<file path="config.mk">
export PLATFORM = sky130hd
export DESIGN_NAME = msg_tx_sequencer
export DESIGN_NICKNAME = d
export VERILOG_FILES = /design/src/rtl/msg_tx_sequencer.sv
export SDC_FILE = /design/constraint.sdc
export NUM_CORES = 1
export LEC_CHECK = 0
export ABC_CLOCK_PERIOD_IN_PS = 5600
export BUFFER_PORTS_ARGS = -buffer_cell sky130_fd_sc_hd__buf_2
export CAP_MARGIN = 20
export CORE_ASPECT_RATIO = 0.8
export CORE_UTILIZATION = 35
export DETAILED_ROUTE_END_ITERATION = 7
export PLACE_DENSITY = 0.56
export SLEW_MARGIN = 10
export SYNTH_ARGS = -nofsm -noshare
export SYNTH_HDL_FRONTEND = slang
export SYNTH_SLANG_ARGS = --single-unit
</file>
<file path="constraint.sdc">
create_clock -name clk -period 5.6 [get_ports clk]
set_clock_uncertainty 0.1 [all_clocks]
set_input_delay 1.12 -clock clk [delete_from_list [all_inputs] [get_ports clk]]
set_output_delay 1.12 -clock clk [all_outputs]
set_load 0.02 [all_outputs]
</file>
<file path="src/rtl/msg_tx_sequencer.sv">
// ============================================================================
// Module   : msg_tx_sequencer
// Brief    : Feeds a fixed-width ASCII message to a UART TX one character at a
//            time, optionally skipping NUL padding characters.
// Revision : 1.0 - initial release
// ============================================================================
`timescale 1ns/1ps
`default_nettype none

module msg_tx_sequencer #(
  parameter int N          = 8,
  parameter int M          = 128,
  parameter int SKIP_NUL   = 1,
  parameter int GAP_CYCLES = 0
) (
  input  logic                         clk,
  input  logic                         reset,
  input  logic                         start,
  input  logic [M-1:0]                 msg,
  input  logic                         tx_busy,
  output logic                         tx_start,
  output logic [N-1:0]                 tx_data,
  output logic                         busy,
  output logic                         done,
  output logic [$clog2(M/N+1)-1:0]     char_cnt
);

  localparam int C_CNT_W = $clog2(M/N+1);
  localparam int C_GAP_W = (GAP_CYCLES > 1) ? $clog2(GAP_CYCLES) : 1;
  localparam logic [C_CNT_W-1:0] C_LAST     = C_CNT_W'(M/N);
  localparam logic [C_GAP_W-1:0] C_GAP_LOAD = C_GAP_W'(GAP_CYCLES - 1);

  typedef enum logic [2:0] {
    S_IDLE      = 3'd0,
    S_CHECK     = 3'd1,
    S_WAIT_ACK  = 3'd2,
    S_WAIT_DONE = 3'd3,
    S_GAP       = 3'd4,
    S_FINISH    = 3'd5
  } state_t;

  state_t             r_state;
  logic [M-1:0]       r_shift;
  logic [C_GAP_W-1:0] r_gap;
  logic [N-1:0]       w_head;
  logic               w_skip;

  assign w_head = r_shift[M-1 -: N];
  assign w_skip = (SKIP_NUL != 0) && (w_head == '0);

  always_ff @(posedge clk or posedge reset) begin
    if (reset) begin
      r_state  <= S_IDLE;
      r_shift  <= '0;
      r_gap    <= '0;
      tx_start <= 1'b0;
      tx_data  <= '0;
      busy     <= 1'b0;
      done     <= 1'b0;
      char_cnt <= '0;
    end else begin
      tx_start <= 1'b0;
      done     <= 1'b0;
      case (r_state)
        S_IDLE: begin
          if (start) begin
            r_shift  <= msg;
            char_cnt <= '0;
            busy     <= 1'b1;
            r_state  <= S_CHECK;
          end
        end
        S_CHECK: begin
          if (char_cnt == C_LAST) begin
            r_state <= S_FINISH;
          end else if (w_skip) begin
            r_shift  <= r_shift << N;
            char_cnt <= char_cnt + 1'b1;
          end else if (!tx_busy) begin
            tx_data  <= w_head;
            tx_start <= 1'b1;
            r_state  <= S_WAIT_ACK;
          end
        end
        S_WAIT_ACK: begin
          if (tx_busy) begin
            r_state <= S_WAIT_DONE;
          end
        end
        S_WAIT_DONE: begin
          if (!tx_busy) begin
            r_shift  <= r_shift << N;
            char_cnt <= char_cnt + 1'b1;
            if (GAP_CYCLES == 0) begin
              r_state <= S_CHECK;
            end else begin
              r_gap   <= C_GAP_LOAD;
              r_state <= S_GAP;
            end
          end
        end
        S_GAP: begin
          // Counter is preloaded with GAP_CYCLES-1 so the state lasts GAP_CYCLES cycles
          if (r_gap == '0) begin
            r_state <= S_CHECK;
          end else begin
            r_gap <= r_gap - 1'b1;
          end
        end
        S_FINISH: begin
          done    <= 1'b1;
          busy    <= 1'b0;
          r_state <= S_IDLE;
        end
        default: begin
          r_state <= S_IDLE;
        end
      endcase
    end
  end

endmodule

`default_nettype wire

</file>
; After elaboration in Yosys (flattened, before gate mapping)
; Cells that the tools add are included.
[word_totals]
reg_bits = 148
latch_bits = 0
ram_bits = 0
mem_bits_ro = 0
in_bits = 132
out_inout_bits = 16
mem_count = 0
[op_classes]
add_sub_neg = 2
multipliers = 0
n_div = 0
order_cmp = 0
n_eq_ne = 14
shifts = 0
muxes = 26
n_bitwise = 3
n_reduce_logical = 8
[op_table]
columns = cell, n
row1 = $mux W128, 4
row2 = $pmux W128 S3, 1
row3 = $mux W3, 7
row4 = $mux W5, 4
row5 = $pmux W3 S5, 1
row6 = $pmux W5 S3, 1
row7 = $ne A2 B2 Y1 const B, 6
row8 = $logic_not A8 Y1, 1
row9 = $mux W1, 7
row10 = $eq A3 B2 Y1 const B, 2
row11 = $eq A3 B3 Y1 const B, 2
row12 = $ne A3 B3 Y1 const B, 2
row13 = $reduce_and A6 Y1, 1
row14 = $add A5 B1 Y5 const B, 1
row15 = $eq A5 B5 Y1 const B, 1
row16 = $reduce_and A5 Y1, 1
row17 = $reduce_and A4 Y1, 1
row18 = $eq A3 B1 Y1 const B, 1
row19 = $logic_not A3 Y1, 1
row20 = $not A1 Y1, 3
row21 = $reduce_bool A3 Y1, 1
row22 = $pmux W1 S2, 1
row23 = $reduce_and A2 Y1, 1
row24 = $reduce_bool A2 Y1, 1
row25 = $sub A1 B1 Y1 const B, 1

; Logic depth before layout (Yosys ltp)
[logic_depth]
word_depth = 4
mapped_depth = 9

; Worst setup path before layout
; OpenSTA, ideal clock, no wires.
[synth_path]
path_kind = input to register
from = input tx_busy
to = register char_cnt[4]
setup_ns = 0.087
arrival_ns = 2.447
t_required_ns = 5.413
setup_slack_ns = 2.967
cell_stages = 6
path_cell_list = nand2b_1 a21oi_1 clkbuf_1 clkbuf_1 o211ai_1 o211ai_1
[synth_via]
elab_chain_cells = 2
[synth_rtl]
columns = item, line_no
row1 = from (decl), 20  ; input logic tx_busy,
row2 = $ne A2 B2 Y1 (no source line), -
row3 = $reduce_and A5 Y1 (no source line), -
row4 = to (signal assigned), 78  ; char_cnt <= char_cnt + 1'b1;
row5 = to (signal assigned), 93  ; char_cnt <= char_cnt + 1'b1;
row6 = to (decl), 25  ; output logic [$clog2(M/N+1)-1:0] char_cnt
; Every way passes these cells.
; A chain may end at the register's enable or synchronous reset.

; Final worst setup path
[layout_path]
from = register r_shift[121]
to = register char_cnt[2]
[layout_via]
elab_chain_cells = 3
[layout_rtl]
columns = item, line_no
row1 = from (decl), 43  ; logic [M-1:0] r_shift;
row2 = from (signal assigned), 67  ; r_shift <= msg;
row3 = from (signal assigned), 77  ; r_shift <= r_shift << N;
row4 = from (signal assigned), 92  ; r_shift <= r_shift << N;
row5 = $logic_not A8 Y1, 49  ; assign w_skip = (SKIP_NUL != 0) && (w_head == '0);
row6 = $ne A2 B2 Y1 (no source line), -
row7 = $reduce_and A5 Y1 (no source line), -
; Every way passes these cells.

==> impl_metrics.json <==
{
  "dp_hpwl_mm": 11.6,
  "yosysUniqueCellTypes": 31,
  "wl_mm": 18.9,
  "endpoint_kind": "flop",
  "post-route-period-util_pct": 57.2,
  "p_switching_mw": 2.80,
  "min_path_type": "reg -> reg",
  "portBuffers": 147,
  "syn_inst": 788,
  "ctsResizeCount": 0,
  "grt_usage_pct": 19.3,
  "wire_per_inst_um": 16.3,
  "total_power_mw": 6.14,
  "clkSlewWorstSetupHoldPaths_ns": 0.06,
  "cts_max_level": 4,
  "cap_violations": 0,
  "yosysTopAreaCellShare_pct": 53.9,
  "cts_root_buffer": "clkbuf_16",
  "timing.hold.ws_ns": 0.400,
  "layout-drive-gt1-share_pct": 22.3,
  "hp-start": "tx_data[1]",
  "p_leak_nw": 3.73,
  "clock_latency_ns": 0.42,
  "mostFrequentLayoutCell": "nand2_1",
  "fin_area_mm2": 0.00828,
  "p_comb_share_pct": 49.7,
  "worst_slew_pin_slew_ns": 0.808,
  "rows": 45,
  "cp-start-kind": "flop",
  "crit_arrival_ns": 3.41,
  "avgSynthCellArea_um2": 8.66,
  "yosysTopAreaCell": "dfrtp_1",
  "synthesis.nets": 922,
  "cts_sinks": 147,
  "switching_share_pct": 45.6,
  "peakVddDrop_v": 0.000515,
  "dp_slack_ns": 2.09,
  "coreArea_mm2": 0.0190,
  "finalNetCount": 1026,
  "synth_top_cells_by_area": "dfrtp_1 54%, nand2_1 13%, a31oi_1 11%",
  "finalSetupViolations": 0,
  "diodes": 0,
  "cp_max_fo": 69,
  "dpl-instance-area_mm2": 0.00767,
  "r2r-start": "r_shift[121]",
  "die_y_um": 127,
  "fin_setup_tns_ns": 0,
  "maxSlewViolCount": 0,
  "die_w_um": 158,
  "post-route-util_pct": 43.5,
  "min_period_ns": 3.20,
  "rsz0062_at_grt": "no",
  "viasPerCell": 5.20,
  "internal_power_mw": 3.34,
  "cts_hold_buf": 0,
  "area_growth_pct": 21.3,
  "final_cell_count_no_fill": 1163,
  "ant_nets": 0,
  "grt_max_degree": 114,
  "ys_ff_latch": 147,
  "setup_ws_ns": 2.40,
  "hold_viol": 0,
  "grt_pass1_wl_mm": 30.1,
  "postCtsSetupRepairBufs": 0,
  "synthesis.area_mm2": 0.00683,
  "most-common-layout-cells": "244 x nand2_1, 147 x dfrtp_1, 147 x buf_2",
  "place_inst": 1130,
  "dieArea_mm2": 0.0201,
  "path_class": "reg -> reg",
  "drt_iter0_markers": 517,
  "required_ns": 5.81,
  "antenna_found_initial": 0,
  "dr.pass1.iters": 5,
  "max_slew_margin_pct": 46.1,
  "reg2reg_depth": 6,
  "cts_tree": "yes",
  "p_per_area_mw_per_mm2": 741,
  "overflow": 0,
  "gp_congestion": 0.778,
  "ys_warn_count": 0,
  "first_global_vias": 5733,
  "status": "completed",
  "num_io_pins": 148,
  "initial_core_util_pct": 35.9,
  "hold_depth": 1,
  "numCtsBuffers": 17,
  "p_seq_share_pct": 32.0,
  "cts_buffer_depth": 2,
  "drc": 0,
  "crit_start": "r_shift[121]",
  "num_vias": 6047,
  "max_freq_mhz": 312,
  "clkPwrFrac_pct": 18.4,
  "synth-seq-area-share_pct": 53.9
}
-- kinds of logic after synthesis --
group | share of synthesized area, %
flip-flops | 53.9
AND/OR/NAND/NOR | 16.1
multiplexers | 1.47
buffers and inverters | 5.57
adder cells (fa/ha/maj) | 0.366
AO/OA/AOI/OAI | 22.6
-- power groups by stage --
stage | Sequential, mW | Combinational [mW] | Clock [mW]
global placement | 1.97 | 3.04 | 0
detailed placement | 1.97 | 3.08 | 0
floorplan | 1.93 | 2.40 | 0
CTS | 1.96 | 3.08 | 1.16
global route | 2.02 | 3.44 | 1.19
finish | 1.96 | 3.05 | 1.13
-- critical path, stage by stage, from the launching register on --
cell and delay, ns:
dfrtp_1 0.39, or4_1 0.64, o311ai_4 0.27, buf_4 0.64, buf_4 0.61, a31oi_1 0.16
a31o_2 0.25
-- layout make-up --
class | count | area [um2]
flip-flops and latches | 147 | 3680
fillers | 1960 | 10700
multi-input cells | 555 | 2800
clock buffers | 23 | 478
well taps | 258 | 323
clock inverters | 9 | 104
inverters | 14 | 57.6
repair buffers | 157 | 843
-- synth_stat cells (all sizes together) --
master  instances
a21o            1
a21oi         124
a311o           1
a31o            1
a31oi         121
and2            1
and3            1
buf            24
clkbuf         48
dfrtp         147
ha              2
inv            14
mux2            8
mux2i           1
nand2         244
nand2b          3
nand3          10
nand3b          1
nor2            5
nor2b           2
nor3            4
nor4bb          1
o2111a          1
o211ai          3
o21ai          14
o21bai          1
o311ai          1
or4             3
or4bb           1
-- per-layer routing --
metal  vias to the layer above  GRT usage [%]  part of all wire (%)
met5                         -              0                     0
met4                         0           5.03                  0.58
met3                         6           4.00                   4.3
met2                       158           28.5                    45
met1                      2921           28.6                    50
li1                       2962              -                     -
-- worst paths after layout --
path / to / slack (ns)
hold reg to reg: tx_data[1] / 0.40
hold / removal: tx_data[1] / 0.40
setup reg to reg: char_cnt[2] / 2.40
setup / recovery: char_cnt[2] / 2.40
max in group asynchronous: r_shift[20] / 3.58
min in group asynchronous: r_shift[59] / 0.63
-- sequential cells by signal, summed over array words and instances, names as in the netlist --
signal,flops
done,1
busy,1
tx_data,8
char_cnt,5
r_state,3
tx_start,1
r_shift,128
(Power assumes the default switching activity.)
